<file path="src/rtl/place_cost_eval_if.sv">
// place_cost_eval_if
//   Bundles the run-control handshake, the edge/position memory read buses
//   and the result outputs of place_cost_eval.
//   slave  : the evaluator side (drives strobes, addresses and results)
//   master : the host/memory side (drives start and read data)
// Optional macro PLACE_COST_MAXLEN_EN adds max_len / max_edge.
interface place_cost_eval_if #(
    parameter int EDGE_AW = 8,
    parameter int NODE_AW = 7,
    parameter int COORD_W = 32,
    parameter int SUM_W   = 32
);
    logic                      start;
    logic                      busy;
    logic                      done;
    logic                      edge_re;
    logic [EDGE_AW-1:0]        edge_addr;
    logic [NODE_AW-1:0]        edge_a;
    logic [NODE_AW-1:0]        edge_b;
    logic                      pos_re;
    logic [NODE_AW-1:0]        pos_addr;
    logic signed [COORD_W-1:0] pos_x;
    logic signed [COORD_W-1:0] pos_y;
    logic signed [SUM_W-1:0]   sum;
    logic signed [SUM_W-1:0]   sum_hop;
    logic [15:0]               overlap;
    logic                      unplaced;
    logic [31:0]               cycles;
`ifdef PLACE_COST_MAXLEN_EN
    logic [COORD_W:0]          max_len;
    logic [EDGE_AW-1:0]        max_edge;

    modport slave (
        input  start, edge_a, edge_b, pos_x, pos_y,
        output busy, done, edge_re, edge_addr, pos_re, pos_addr,
        output sum, sum_hop, overlap, unplaced, cycles, max_len, max_edge
    );
    modport master (
        output start, edge_a, edge_b, pos_x, pos_y,
        input  busy, done, edge_re, edge_addr, pos_re, pos_addr,
        input  sum, sum_hop, overlap, unplaced, cycles, max_len, max_edge
    );
`else
    modport slave (
        input  start, edge_a, edge_b, pos_x, pos_y,
        output busy, done, edge_re, edge_addr, pos_re, pos_addr,
        output sum, sum_hop, overlap, unplaced, cycles
    );
    modport master (
        output start, edge_a, edge_b, pos_x, pos_y,
        input  busy, done, edge_re, edge_addr, pos_re, pos_addr,
        input  sum, sum_hop, overlap, unplaced, cycles
    );
`endif
endinterface

</file>
<file path="src/rtl/place_cost_eval.sv">
// place_cost_eval
//   Walks N_EDGE edges of a placed netlist, fetches both endpoint positions
//   and accumulates Manhattan wirelength (d-1 per edge), hop cost and the
//   number of zero-length edges. Edges touching an unplaced node (-1 coord)
//   are skipped and flag the sticky unplaced error.
// Ports:
//   clk   : clock
//   reset : asynchronous active-low reset
//   bus   : place_cost_eval_if.slave
//           start/busy/done        run control (done = one-cycle pulse)
//           edge_re/edge_addr/edge_a/edge_b  edge memory read
//           pos_re/pos_addr/pos_x/pos_y      position memory read
//           sum/sum_hop/overlap/unplaced/cycles  results, held after done
// Optional macro PLACE_COST_MAXLEN_EN: adds max_len/max_edge tracking.
//
// state   | meaning
// IDLE    | waiting for start, results held
// RD_EDGE | end check; edge_re asserted for current index
// WT_EDGE | wait MEM_LAT cycles, latch edge endpoints
// RD_A    | launch position read for source node
// WT_A    | strobe cycle + MEM_LAT cycles, latch source position
// RD_B    | launch position read for sink node
// WT_B    | strobe cycle + MEM_LAT cycles, latch sink position
// CALC    | absolute dx/dy and unplaced detect
// ACC     | update accumulators, advance edge index
// FIN     | one-cycle done, drop busy
module place_cost_eval #(
    parameter int N_EDGE  = 52,
    parameter int EDGE_AW = 8,
    parameter int NODE_AW = 7,
    parameter int COORD_W = 32,
    parameter int SUM_W   = 32,
    parameter int HOP     = 2,
    parameter int MEM_LAT = 1
) (
    input logic              clk,
    input logic              reset,
    place_cost_eval_if.slave bus
);
    localparam int SH    = (HOP == 8) ? 3 : (HOP == 4) ? 2 : (HOP == 2) ? 1 : 0;
    localparam int IDX_W = EDGE_AW + 1;
    localparam int DW    = COORD_W + 1;
    localparam logic [IDX_W-1:0] IDX_END   = IDX_W'(N_EDGE);
    localparam logic [DW-1:0]    LOW_MASK  = DW'((1 << SH) - 1);
    // edge_re is a decode of RD_EDGE, so the strobe is already on the wire
    // in RD_EDGE; pos_re is registered, so its strobe lands in the first
    // WT_A/WT_B cycle and those states last one cycle longer.
    localparam logic [1:0]       EDGE_LAST = 2'(MEM_LAT - 1);
    localparam logic [1:0]       POS_LAST  = 2'(MEM_LAT);

    typedef enum logic [3:0] {
        IDLE, RD_EDGE, WT_EDGE, RD_A, WT_A, RD_B, WT_B, CALC, ACC, FIN
    } state_t;

    state_t                    state_q, state_d;
    logic [IDX_W-1:0]          idx_q, idx_d;
    logic [1:0]                wait_cnt_q, wait_cnt_d;
    logic                      busy_q, busy_d;
    logic                      done_q, done_d;
    logic                      pos_re_q, pos_re_d;
    logic [NODE_AW-1:0]        pos_addr_q, pos_addr_d;
    logic [NODE_AW-1:0]        node_a_q, node_a_d;
    logic [NODE_AW-1:0]        node_b_q, node_b_d;
    logic [COORD_W-1:0]        xa_q, xa_d, ya_q, ya_d, xb_q, xb_d, yb_q, yb_d;
    logic [DW-1:0]             dx_q, dx_d, dy_q, dy_d;
    logic                      skip_q, skip_d;
    logic [SUM_W-1:0]          sum_q, sum_d;
    logic [SUM_W-1:0]          hop_q, hop_d;
    logic [15:0]               overlap_q, overlap_d;
    logic                      unplaced_q, unplaced_d;
    logic [31:0]               cycles_q, cycles_d;

    logic [DW-1:0]             diff_x, diff_y, abs_x, abs_y;
    logic [DW:0]               d_len, hop_inc;
    logic [DW-1:0]             ceil_x, ceil_y;

    function automatic logic [DW-1:0] ceil_hop(input logic [DW-1:0] v);
        logic [DW-1:0] q;
        q = v >> SH;
        if ((v & LOW_MASK) != '0) begin
            q = q + 1'b1;
        end
        return q;
    endfunction

    // Sign-extend by one bit so the difference of any two coordinates fits.
    assign diff_x  = {xa_q[COORD_W-1], xa_q} - {xb_q[COORD_W-1], xb_q};
    assign diff_y  = {ya_q[COORD_W-1], ya_q} - {yb_q[COORD_W-1], yb_q};
    assign abs_x   = diff_x[DW-1] ? (~diff_x + 1'b1) : diff_x;
    assign abs_y   = diff_y[DW-1] ? (~diff_y + 1'b1) : diff_y;

    assign d_len   = {1'b0, dx_q} + {1'b0, dy_q};
    assign ceil_x  = ceil_hop(dx_q);
    assign ceil_y  = ceil_hop(dy_q);
    assign hop_inc = {1'b0, ceil_x} + {1'b0, ceil_y} - {{DW{1'b0}}, 1'b1};

    always_comb begin
        state_d    = state_q;
        idx_d      = idx_q;
        wait_cnt_d = wait_cnt_q;
        busy_d     = busy_q;
        done_d     = 1'b0;
        pos_re_d   = 1'b0;
        pos_addr_d = pos_addr_q;
        node_a_d   = node_a_q;
        node_b_d   = node_b_q;
        xa_d       = xa_q;
        ya_d       = ya_q;
        xb_d       = xb_q;
        yb_d       = yb_q;
        dx_d       = dx_q;
        dy_d       = dy_q;
        skip_d     = skip_q;
        sum_d      = sum_q;
        hop_d      = hop_q;
        overlap_d  = overlap_q;
        unplaced_d = unplaced_q;
        cycles_d   = (busy_q && !(&cycles_q)) ? cycles_q + 32'd1 : cycles_q;

        case (state_q)
            IDLE: begin
                if (bus.start) begin
                    sum_d      = '0;
                    hop_d      = '0;
                    overlap_d  = '0;
                    unplaced_d = 1'b0;
                    cycles_d   = '0;
                    idx_d      = '0;
                    busy_d     = 1'b1;
                    state_d    = RD_EDGE;
                end
            end
            RD_EDGE: begin
                if (idx_q == IDX_END) begin
                    state_d = FIN;
                end else begin
                    wait_cnt_d = '0;
                    state_d    = WT_EDGE;
                end
            end
            WT_EDGE: begin
                if (wait_cnt_q == EDGE_LAST) begin
                    node_a_d = bus.edge_a;
                    node_b_d = bus.edge_b;
                    state_d  = RD_A;
                end else begin
                    wait_cnt_d = wait_cnt_q + 2'd1;
                end
            end
            RD_A: begin
                pos_re_d   = 1'b1;
                pos_addr_d = node_a_q;
                wait_cnt_d = '0;
                state_d    = WT_A;
            end
            WT_A: begin
                if (wait_cnt_q == POS_LAST) begin
                    xa_d    = bus.pos_x;
                    ya_d    = bus.pos_y;
                    state_d = RD_B;
                end else begin
                    wait_cnt_d = wait_cnt_q + 2'd1;
                end
            end
            RD_B: begin
                pos_re_d   = 1'b1;
                pos_addr_d = node_b_q;
                wait_cnt_d = '0;
                state_d    = WT_B;
            end
            WT_B: begin
                if (wait_cnt_q == POS_LAST) begin
                    xb_d    = bus.pos_x;
                    yb_d    = bus.pos_y;
                    state_d = CALC;
                end else begin
                    wait_cnt_d = wait_cnt_q + 2'd1;
                end
            end
            CALC: begin
                dx_d    = abs_x;
                dy_d    = abs_y;
                skip_d  = (&xa_q) || (&ya_q) || (&xb_q) || (&yb_q);
                state_d = ACC;
            end
            ACC: begin
                if (skip_q) begin
                    unplaced_d = 1'b1;
                end else if (d_len == '0) begin
                    if (overlap_q != 16'hFFFF) begin
                        overlap_d = overlap_q + 16'd1;
                    end
                end else begin
                    sum_d = sum_q + SUM_W'(d_len - 1'b1);
                    hop_d = hop_q + SUM_W'(hop_inc);
                end
                idx_d   = idx_q + 1'b1;
                state_d = RD_EDGE;
            end
            FIN: begin
                done_d  = 1'b1;
                busy_d  = 1'b0;
                state_d = IDLE;
            end
            default: state_d = IDLE;
        endcase
    end

    always_ff @(posedge clk or negedge reset) begin
        if (!reset) begin
            state_q    <= IDLE;
            idx_q      <= '0;
            wait_cnt_q <= '0;
            busy_q     <= 1'b0;
            done_q     <= 1'b0;
            pos_re_q   <= 1'b0;
            pos_addr_q <= '0;
            node_a_q   <= '0;
            node_b_q   <= '0;
            xa_q       <= '0;
            ya_q       <= '0;
            xb_q       <= '0;
            yb_q       <= '0;
            dx_q       <= '0;
            dy_q       <= '0;
            skip_q     <= 1'b0;
            sum_q      <= '0;
            hop_q      <= '0;
            overlap_q  <= '0;
            unplaced_q <= 1'b0;
            cycles_q   <= '0;
        end else begin
            state_q    <= state_d;
            idx_q      <= idx_d;
            wait_cnt_q <= wait_cnt_d;
            busy_q     <= busy_d;
            done_q     <= done_d;
            pos_re_q   <= pos_re_d;
            pos_addr_q <= pos_addr_d;
            node_a_q   <= node_a_d;
            node_b_q   <= node_b_d;
            xa_q       <= xa_d;
            ya_q       <= ya_d;
            xb_q       <= xb_d;
            yb_q       <= yb_d;
            dx_q       <= dx_d;
            dy_q       <= dy_d;
            skip_q     <= skip_d;
            sum_q      <= sum_d;
            hop_q      <= hop_d;
            overlap_q  <= overlap_d;
            unplaced_q <= unplaced_d;
            cycles_q   <= cycles_d;
        end
    end

`ifdef PLACE_COST_MAXLEN_EN
    logic [DW-1:0]      max_len_q, max_len_d;
    logic [EDGE_AW-1:0] max_edge_q, max_edge_d;

    // Strict compare keeps the first edge that reached the maximum.
    always_comb begin
        max_len_d  = max_len_q;
        max_edge_d = max_edge_q;
        if (state_q == IDLE && bus.start) begin
            max_len_d  = '0;
            max_edge_d = '0;
        end else if (state_q == ACC && !skip_q && (d_len > {1'b0, max_len_q})) begin
            max_len_d  = DW'(d_len);
            max_edge_d = idx_q[EDGE_AW-1:0];
        end
    end

    always_ff @(posedge clk or negedge reset) begin
        if (!reset) begin
            max_len_q  <= '0;
            max_edge_q <= '0;
        end else begin
            max_len_q  <= max_len_d;
            max_edge_q <= max_edge_d;
        end
    end

    assign bus.max_len  = max_len_q;
    assign bus.max_edge = max_edge_q;
`endif

    assign bus.busy      = busy_q;
    assign bus.done      = done_q;
    assign bus.edge_re   = (state_q == RD_EDGE) && (idx_q != IDX_END);
    assign bus.edge_addr = idx_q[EDGE_AW-1:0];
    assign bus.pos_re    = pos_re_q;
    assign bus.pos_addr  = pos_addr_q;
    assign bus.sum       = sum_q;
    assign bus.sum_hop   = hop_q;
    assign bus.overlap   = overlap_q;
    assign bus.unplaced  = unplaced_q;
    assign bus.cycles    = cycles_q;
endmodule
</file>
<file path="src/flat_wrapper.sv">
// flat-port wrapper written by rule: the top's interface ports become plain ports
module place_cost_eval_flat 
#(
    parameter int N_EDGE  = 52,
    parameter int EDGE_AW = 8,
    parameter int NODE_AW = 7,
    parameter int COORD_W = 32,
    parameter int SUM_W   = 32,
    parameter int HOP     = 2,
    parameter int MEM_LAT = 1
)
  (clk, reset, bus_start, bus_edge_a, bus_edge_b, bus_pos_x, bus_pos_y, bus_busy, bus_done, bus_edge_re, bus_edge_addr, bus_pos_re, bus_pos_addr, bus_sum, bus_sum_hop, bus_overlap, bus_unplaced, bus_cycles);
  place_cost_eval_if #(.EDGE_AW(EDGE_AW), .NODE_AW(NODE_AW), .COORD_W(COORD_W), .SUM_W(SUM_W)) bus_i ();
  input logic clk;
  input logic reset;
  input wire logic [$bits(bus_i.start)-1:0] bus_start;
  input wire logic [$bits(bus_i.edge_a)-1:0] bus_edge_a;
  input wire logic [$bits(bus_i.edge_b)-1:0] bus_edge_b;
  input wire logic [$bits(bus_i.pos_x)-1:0] bus_pos_x;
  input wire logic [$bits(bus_i.pos_y)-1:0] bus_pos_y;
  output wire logic [$bits(bus_i.busy)-1:0] bus_busy;
  output wire logic [$bits(bus_i.done)-1:0] bus_done;
  output wire logic [$bits(bus_i.edge_re)-1:0] bus_edge_re;
  output wire logic [$bits(bus_i.edge_addr)-1:0] bus_edge_addr;
  output wire logic [$bits(bus_i.pos_re)-1:0] bus_pos_re;
  output wire logic [$bits(bus_i.pos_addr)-1:0] bus_pos_addr;
  output wire logic [$bits(bus_i.sum)-1:0] bus_sum;
  output wire logic [$bits(bus_i.sum_hop)-1:0] bus_sum_hop;
  output wire logic [$bits(bus_i.overlap)-1:0] bus_overlap;
  output wire logic [$bits(bus_i.unplaced)-1:0] bus_unplaced;
  output wire logic [$bits(bus_i.cycles)-1:0] bus_cycles;
  assign bus_i.start = bus_start;
  assign bus_i.edge_a = bus_edge_a;
  assign bus_i.edge_b = bus_edge_b;
  assign bus_i.pos_x = bus_pos_x;
  assign bus_i.pos_y = bus_pos_y;
  assign bus_busy = bus_i.busy;
  assign bus_done = bus_i.done;
  assign bus_edge_re = bus_i.edge_re;
  assign bus_edge_addr = bus_i.edge_addr;
  assign bus_pos_re = bus_i.pos_re;
  assign bus_pos_addr = bus_i.pos_addr;
  assign bus_sum = bus_i.sum;
  assign bus_sum_hop = bus_i.sum_hop;
  assign bus_overlap = bus_i.overlap;
  assign bus_unplaced = bus_i.unplaced;
  assign bus_cycles = bus_i.cycles;
  place_cost_eval #(.N_EDGE(N_EDGE), .EDGE_AW(EDGE_AW), .NODE_AW(NODE_AW), .COORD_W(COORD_W), .SUM_W(SUM_W), .HOP(HOP), .MEM_LAT(MEM_LAT)) u_core (.clk(clk), .reset(reset), .bus(bus_i));
endmodule
</file>
<file path="config.mk">
export PLATFORM = sky130hd
export DESIGN_NAME = place_cost_eval_flat
export DESIGN_NICKNAME = d
export VERILOG_FILES = /design/src/rtl/place_cost_eval_if.sv /design/src/rtl/place_cost_eval.sv /design/src/flat_wrapper.sv
export SDC_FILE = /design/constraint.sdc
export NUM_CORES = 1
export LEC_CHECK = 0
export ABC_AREA = 1
export CAP_MARGIN = 30
export CELL_PAD_IN_SITES_DETAIL_PLACEMENT = 1
export CELL_PAD_IN_SITES_GLOBAL_PLACEMENT = 1
export CORE_UTILIZATION = 47
export DETAILED_ROUTE_END_ITERATION = 16
export PLACE_DENSITY = 0.95
export SLEW_MARGIN = 20
export SYNTH_ARGS = -nofsm -noshare
export SYNTH_HDL_FRONTEND = slang
export SYNTH_SLANG_ARGS = --single-unit
</file>
<file path="constraint.sdc">
create_clock -name clk -period 12.63 [get_ports clk]
set_clock_uncertainty 0.15 [all_clocks]
set_input_delay 2.526 -clock clk [delete_from_list [all_inputs] [get_ports clk]]
set_output_delay 2.526 -clock clk [all_outputs]
set_load 0.005 [all_outputs]
</file>
* Yosys cells after proc, flatten, opt, wreduce, memory -nomap -nowiden
Index checks and enable logic that the tools add are counted.
W data, S select, Z words.
** Storage, ports and cells
- Register bits after elaboration :: 347
- Latch bits :: 0
- Bits in writable memories :: 0
- ROM bits :: 0
- Input bits :: 81
- Output and inout port bits :: 132
- Logic and storage cells :: 133
- Memories kept :: 0
** Operators by class
- Add/sub/neg operators :: 16
- $mul :: 0
- Divide/modulo/power cells :: 0
- $lt $le $gt $ge :: 0
- Equal/unequal tests :: 25
- Shift operators :: 0
- Mux-type cells :: 39
- Bitwise gates (word level) :: 2
- Reductions and logical operators :: 30
** Operators with widths (count)
- $mux W32 :: 10
- $reduce_and A32 Y1 :: 5
- $pmux W32 S2 :: 2
- $add A32 B1 Y32 const B :: 3
- $add A32 B32 Y32 :: 3
- $add A33 B1 Y33 const B :: 2
- $mux W33 :: 2
- $not A33 Y33 :: 2
- $sub A32 B32 Y33 :: 2
- $mux W16 :: 4
- $sub A32 B1 Y32 const B :: 2
- $pmux W4 S9 :: 1
- $add A33 B33 Y34 :: 1
- $logic_not A34 Y1 :: 1
- $pmux W16 S2 :: 1
- $mux W4 :: 5
- $pmux W9 S2 :: 1
- $add A16 B1 Y16 const B :: 1
- $eq A4 B3 Y1 const B :: 4
- $ne A16 B16 Y1 const B :: 1
- $pmux W7 S2 :: 1
- $ne A2 B1 Y1 const B :: 6
- $ne A2 B2 Y1 const B :: 6
- $reduce_and A4 Y1 :: 3
- 24 further kinds :: 43

* Logic depth before layout (Yosys ltp)
- Depth after elaboration :: 8
- Depth in mapped cells :: 28
- Depth with buffers taken out :: 27

* Worst setup path after synthesis
No wires, ideal clock.
- Kind :: flip-flop to flip-flop
- Start point :: register u_core.dy_q[0]
- End point :: register u_core.hop_q[30] (netlist: u_core.bus.sum_hop[30])
- Setup time :: 0.065 ns
- Arrival time :: 4.191 ns
- Data required time :: 12.415 ns
- Setup slack :: 8.224 ns
- Cell stages (with the launch flop) :: 26
- Path buffers :: 1
- Clock period less this slack :: 4.406 ns
- Cell sequence :: dfrtp_1 -> buf_2 -> inv_2 -> nor3_2 -> nand2_1 -> nor2_2 -> nand2_1 -> nor4_1 -> nand2_1 -> nor3_2 -> nand4_1 -> nor2_1 -> nand3_1 -> xor2_1 -> ha_1 -> fa_1 -> inv_1 -> ha_1 -> inv_1 -> nor3_1 -> nor3b_1 -> a221oi_1 -> nand2_1 -> xor2_1 -> nand3_1 -> nand2_1
** Between the ends
- Word-level cells in the longest chain between the ends :: 7
- Elaborated cells between the ends (all ways) :: 11
- Classes of those cells :: 4 x add/sub; 1 x eq/ne; 4 x mux; 2 x reduce/logical
** Ends and longest elaborated chain
- start: declaration :: line place_cost_eval.sv:65 : logic [DW-1:0] dx_q, dx_d, dy_q, dy_d;
- start signal: assignment :: line place_cost_eval.sv:247 : dy_q <= dy_d;
- $mux W32 :: line place_cost_eval.sv:80 : if ((v & LOW_MASK) != '0) begin
- $add A32 B32 Y32 :: line place_cost_eval.sv:95 : assign hop_inc = {1'b0, ceil_x} + {1'b0, ceil_y} - {{DW{1'b0}}, 1'b1};
- $sub A32 B1 Y32 :: line place_cost_eval.sv:95
- $add A32 B32 Y32 :: line place_cost_eval.sv:195 : hop_d = hop_q + SUM_W'(hop_inc);
- $mux W32 :: line place_cost_eval.sv:189 : end else if (d_len == '0) begin
- $mux W32 :: line place_cost_eval.sv:187 : if (skip_q) begin
- $pmux W32 S2 :: line place_cost_eval.sv:120 : case (state_q)
- end signal: assignment :: line place_cost_eval.sv:250 : hop_q <= hop_d;
- end: declaration :: line place_cost_eval.sv:68 : logic [SUM_W-1:0] hop_q, hop_d;
Parallel ways exist; a longest one is shown, timed or not. The select of a mux whose other input is x is not followed.
A chain may end at the register's enable or synchronous reset.

* Worst setup path in the final report
Same ends and word-level chain as after synthesis.

==> run_results.csv <==
group,metric,value,unit
min_path,hold_class,"flop to flop",
global_route,grt_start_max_net_pins,99,
worst_setup_path,setup.worst_path.end,"u_core.bus.sum_hop[30]$_DFFE_PN0P_",
sta,holdWs,0.332,ns
sta,maxSlewViolCount,0,
logic_synthesis,synth-seq-cells,347,
logic_synthesis,synth_cell_types,60,
routing,first_pass_iters,5,
routing,drt_wl_total,109,mm
cts,htree_num_levels,2,
logic_synthesis,syn_inst,4581,
sta,worst_slew_pin_slew,0.914,ns
worst_setup_path,cpLargestDelayFamily,"simple AND/OR/NAND/NOR gates",
worst_setup_path,crit_start,"u_core.dy_q[0]$_DFFE_PN0P_",
logic_synthesis,synth_seq_area_share,28.7,%
logic_synthesis,synth_top_area_share,28.7,%
global_route,antenna_found_initial,0,
die,initial_core_util,47.7,%
worst_setup_path,worst_path_most_repeated_cell,"nand2_1",
cts,postCtsSetupBuffers,0,
global_route,grt_pass1_vias,33200,
die,die_area,0.0653,mm2
finish,multi_input_area,0.0180,mm2
cts,clk_pin_slew,0.06,ns
worst_setup_path,path_cells,"inv_2 -> nor3_2 -> nand2_1 -> nor2_2 -> nand2_1 -> nor4_1 -> nand2_1 -> nor3_2 -> nand4_1 -> nor2_1 -> nand3_1 -> xor2_1 -> ha_1 -> fa_1 -> inv_1 -> ha_1 -> inv_1 -> nor3_1 -> nor3b_1 -> a221oi_1 -> nand2_1 -> xor2_1 -> nand3_1 -> nand2_1",
routing,vias,31600,
worst_setup_path,crit_type,"flop to flop",
finish,fillerInstances,8451,
place,dp_slack,7.48,ns
logic_synthesis,ys.flop_type,"dfrtp_1",
finish,syn_to_final_growth,14.7,%
worst_setup_path,crit_arrival,5.75,ns
logic_synthesis,synth_adder_area_share,11.8,%
logic_synthesis,mappedNetlistArea,0.0302,mm2
worst_setup_path,r2r_setup_slack,7.27,ns
sta,max-slew-margin-rel,39.1,%
logic_synthesis,synth-warning-count,0,
die,core_area,0.0633,mm2
place,hpwl,83.3,mm
sta,rsz0062_at_grt,"no",
sta,finalCriticalPeriod,5.36,ns
worst_setup_path,cp.buffers_inverters,3,
worst_setup_path,critPathSlowestCell,"dfrtp_1",
worst_setup_path,r2r_start,"u_core.dy_q[0]$_DFFE_PN0P_",
sta,clock.fmax,187,MHz
cts,cts_tree,"built",
worst_setup_path,start_kind,"flop",
logic_synthesis,synth_xor_area_share,4.61,%
sta,setup_viol,0,
worst_setup_path,crit_required,13.02,ns
worst_setup_path,r2r-end,"u_core.bus.sum_hop[30]$_DFFE_PN0P_",
cts,cts.sinks,347,
global_route,overflow,0,
routing,wl_per_cell,19.4,um
place,gp_congestion,1.00,
run,maxCapViolCount,0,
global_route,grt_pass1_wl,176,mm
logic_synthesis,avgSynthCellArea,6.60,um2
worst_setup_path,cp_max_fo,8,
sta,fin_tns_setup,0,ns
sta,layout_setup_ws,7.27,ns
cts,holdBufCountCts,0,
cts,cts_buffer_depth,3,
routing,vias_per_cell,5.61,
routing,drc,0,
sta,period_share,42.4,%
finish,num-nets-final,5106,
logic_synthesis,syn-num-nets,4927,
finish,diodes,0,
cts,post_cts_resized,0,
cts,cts_made_buffers,41,
place,io_buffer_count,212,
logic_synthesis,yosys.area_share.simple,31.9,%
finish,seq_area,0.00868,mm2
logic_synthesis,synth-edff-count,0,
logic_synthesis,synth_top_family_by_area,"simple AND/OR/NAND/NOR gates",
die,dieWidth,256,um
logic_synthesis,ys_async_sr_fraction,100,%
finish,drive_gt1_share,2.98,%
die,io_pins,213,
logic_synthesis,synth_compound_area_share,11.1,%
logic_synthesis,synth_top_cell_by_area,"dfrtp_1",
routing,drtIter0Drc,1935,
cts,clk_latency,0.61,ns
logic_synthesis,synthMuxAreaShare,0.0662,%
routing,drtAntennaViolNets,0,
worst_setup_path,path_depth,24,
logic_synthesis,synth_area_leaders,"dfrtp_1 29%, nand2_1 16%, inv_1 9.9%",
die,num_rows,92,
cts,cts_root_buf,"clkbuf_16",
global_route,gr-usage-all-layers,33.0,%
outcome,status,"finished, final reports clean",
worst_setup_path,ff2ff_path_depth,24,
die,die_h,256,um
sta,final-hold-violation-count,0,
worst_setup_path,max_stage_delay,0.54,ns
worst_setup_path,worstSetupEndpointType,"flop",
final cells by class:
class | instances | share of cell area (%)
sequential | 347 | 25.1
tap | 846 | 3.06
clock inverter | 25 | 1.14
multi-input combinational | 3326 | 52.0
timing repair buffer | 232 | 6.75
clock buffer | 50 | 3.20
inverter | 812 | 8.80
kinds of logic (layout without fill, tap and decap cells):
group / after synthesis / after routing
flip-flops: 347 / 347
AND/OR/NAND/NOR: 2272 / 2272
AO/OA/AOI/OAI: 628 / 628
adder cells (fa/ha/maj): 265 / 265
multiplexers: 2 / 2
XOR/XNOR: 159 / 159
buffers and inverters: 908 / 1119
synth_stat cells (all sizes together), types with 8 or more instances:
library cell	n
a21oi	235
a31oi	8
and2	9
buf	38
clkbuf	58
dfrtp	347
fa	35
ha	230
inv	810
nand2	1289
nand3	322
nand3b	21
nand4	95
nor2	413
nor3	75
nor4	35
o21a	22
o21ai	317
o21bai	9
o221ai	8
xnor2	53
xor2	106
metrics by stage:
stage / instances / area, um2 / util (%)
6_report: 5638 / 34600 / 54.7
4_1_cts: 5635 / 34600 / 54.6
2_1_floorplan: 4581 / 30200 / -
3_3_place_gp: 5558 / 33000 / 52.2
5_1_grt: 5638 / 34600 / 54.7
3_5_place_dp: 5560 / 33100 / 52.2
per-layer routing:
metal  global-route usage [%]  vias up  routed length (um)
met5                        0        -                   0
met4                     13.1        0                4640
met3                     4.01      285                5300
met2                     58.4      921               53700
met1                     40.7    15500               45900
li1                         -    15000                   -
flip-flops by register name (all words and copies together), names as in the netlist, 9 cells and up:
signal,flops
u_core.xb_q,32
u_core.idx_q,9
u_core.xa_q,32
u_core.yb_q,32
u_core.dy_q,33
u_core.dx_q,33
u_core.ya_q,32
u_core.bus.sum,32
u_core.bus.sum_hop,32
u_core.bus.cycles,32
u_core.bus.overlap,16
worst reg2reg max path, cell delays in order (launching register included):
cell and delay, ns:
dfrtp_1 0.54, inv_2 0.10, nor3_2 0.31, nand2_1 0.17, nor2_2 0.23, nand2_1 0.13, nor4_1 0.22, nand2_1 0.11
nor3_2 0.20, nand4_1 0.20, nor2_1 0.21, nand3_1 0.11, xor2_1 0.16, ha_1 0.32, fa_1 0.52, inv_1 0.05
ha_1 0.35, inv_1 0.11, nor3_1 0.24, nor3b_1 0.29, a221oi_1 0.13, nand2_1 0.11, xor2_1 0.18, nand3_1 0.09
nand2_1 0.07
how the worst min path moves through the flow:
stage	start	endpoint	depth (start not counted)
floorplan	u_core.node_a_q[2]$_DFFE_PN0P_	u_core.node_a_q[2]$_DFFE_PN0P_	2
global placement	u_core.node_a_q[3]$_DFFE_PN0P_	u_core.node_a_q[3]$_DFFE_PN0P_	2
detailed placement	u_core.node_a_q[5]$_DFFE_PN0P_	u_core.node_a_q[5]$_DFFE_PN0P_	2
CTS	u_core.node_a_q[5]$_DFFE_PN0P_	u_core.node_a_q[5]$_DFFE_PN0P_	2
global route	u_core.yb_q[28]$_DFFE_PN0P_	u_core.yb_q[28]$_DFFE_PN0P_	2
finish	u_core.yb_q[6]$_DFFE_PN0P_	u_core.yb_q[6]$_DFFE_PN0P_	2
layout by cell type (no fill, tap or decap), types with 41 or more instances in the layout:
cell type,Yosys,layout
inv_1,801,799
clkdlybuf4s50_1,0,211
nor2_1,406,405
xnor2_1,53,53
nand4_1,95,95
clkbuf_16,0,41
xor2_1,106,106
ha_1,230,230
nor3_1,68,68
nand3_1,312,311
a21oi_1,234,234
nand2_1,1282,1281
o21ai_0,307,307
dfrtp_1,347,347
Power is not shown: default switching activity piles up to over one toggle a cycle in this logic, so the estimate is an artifact.
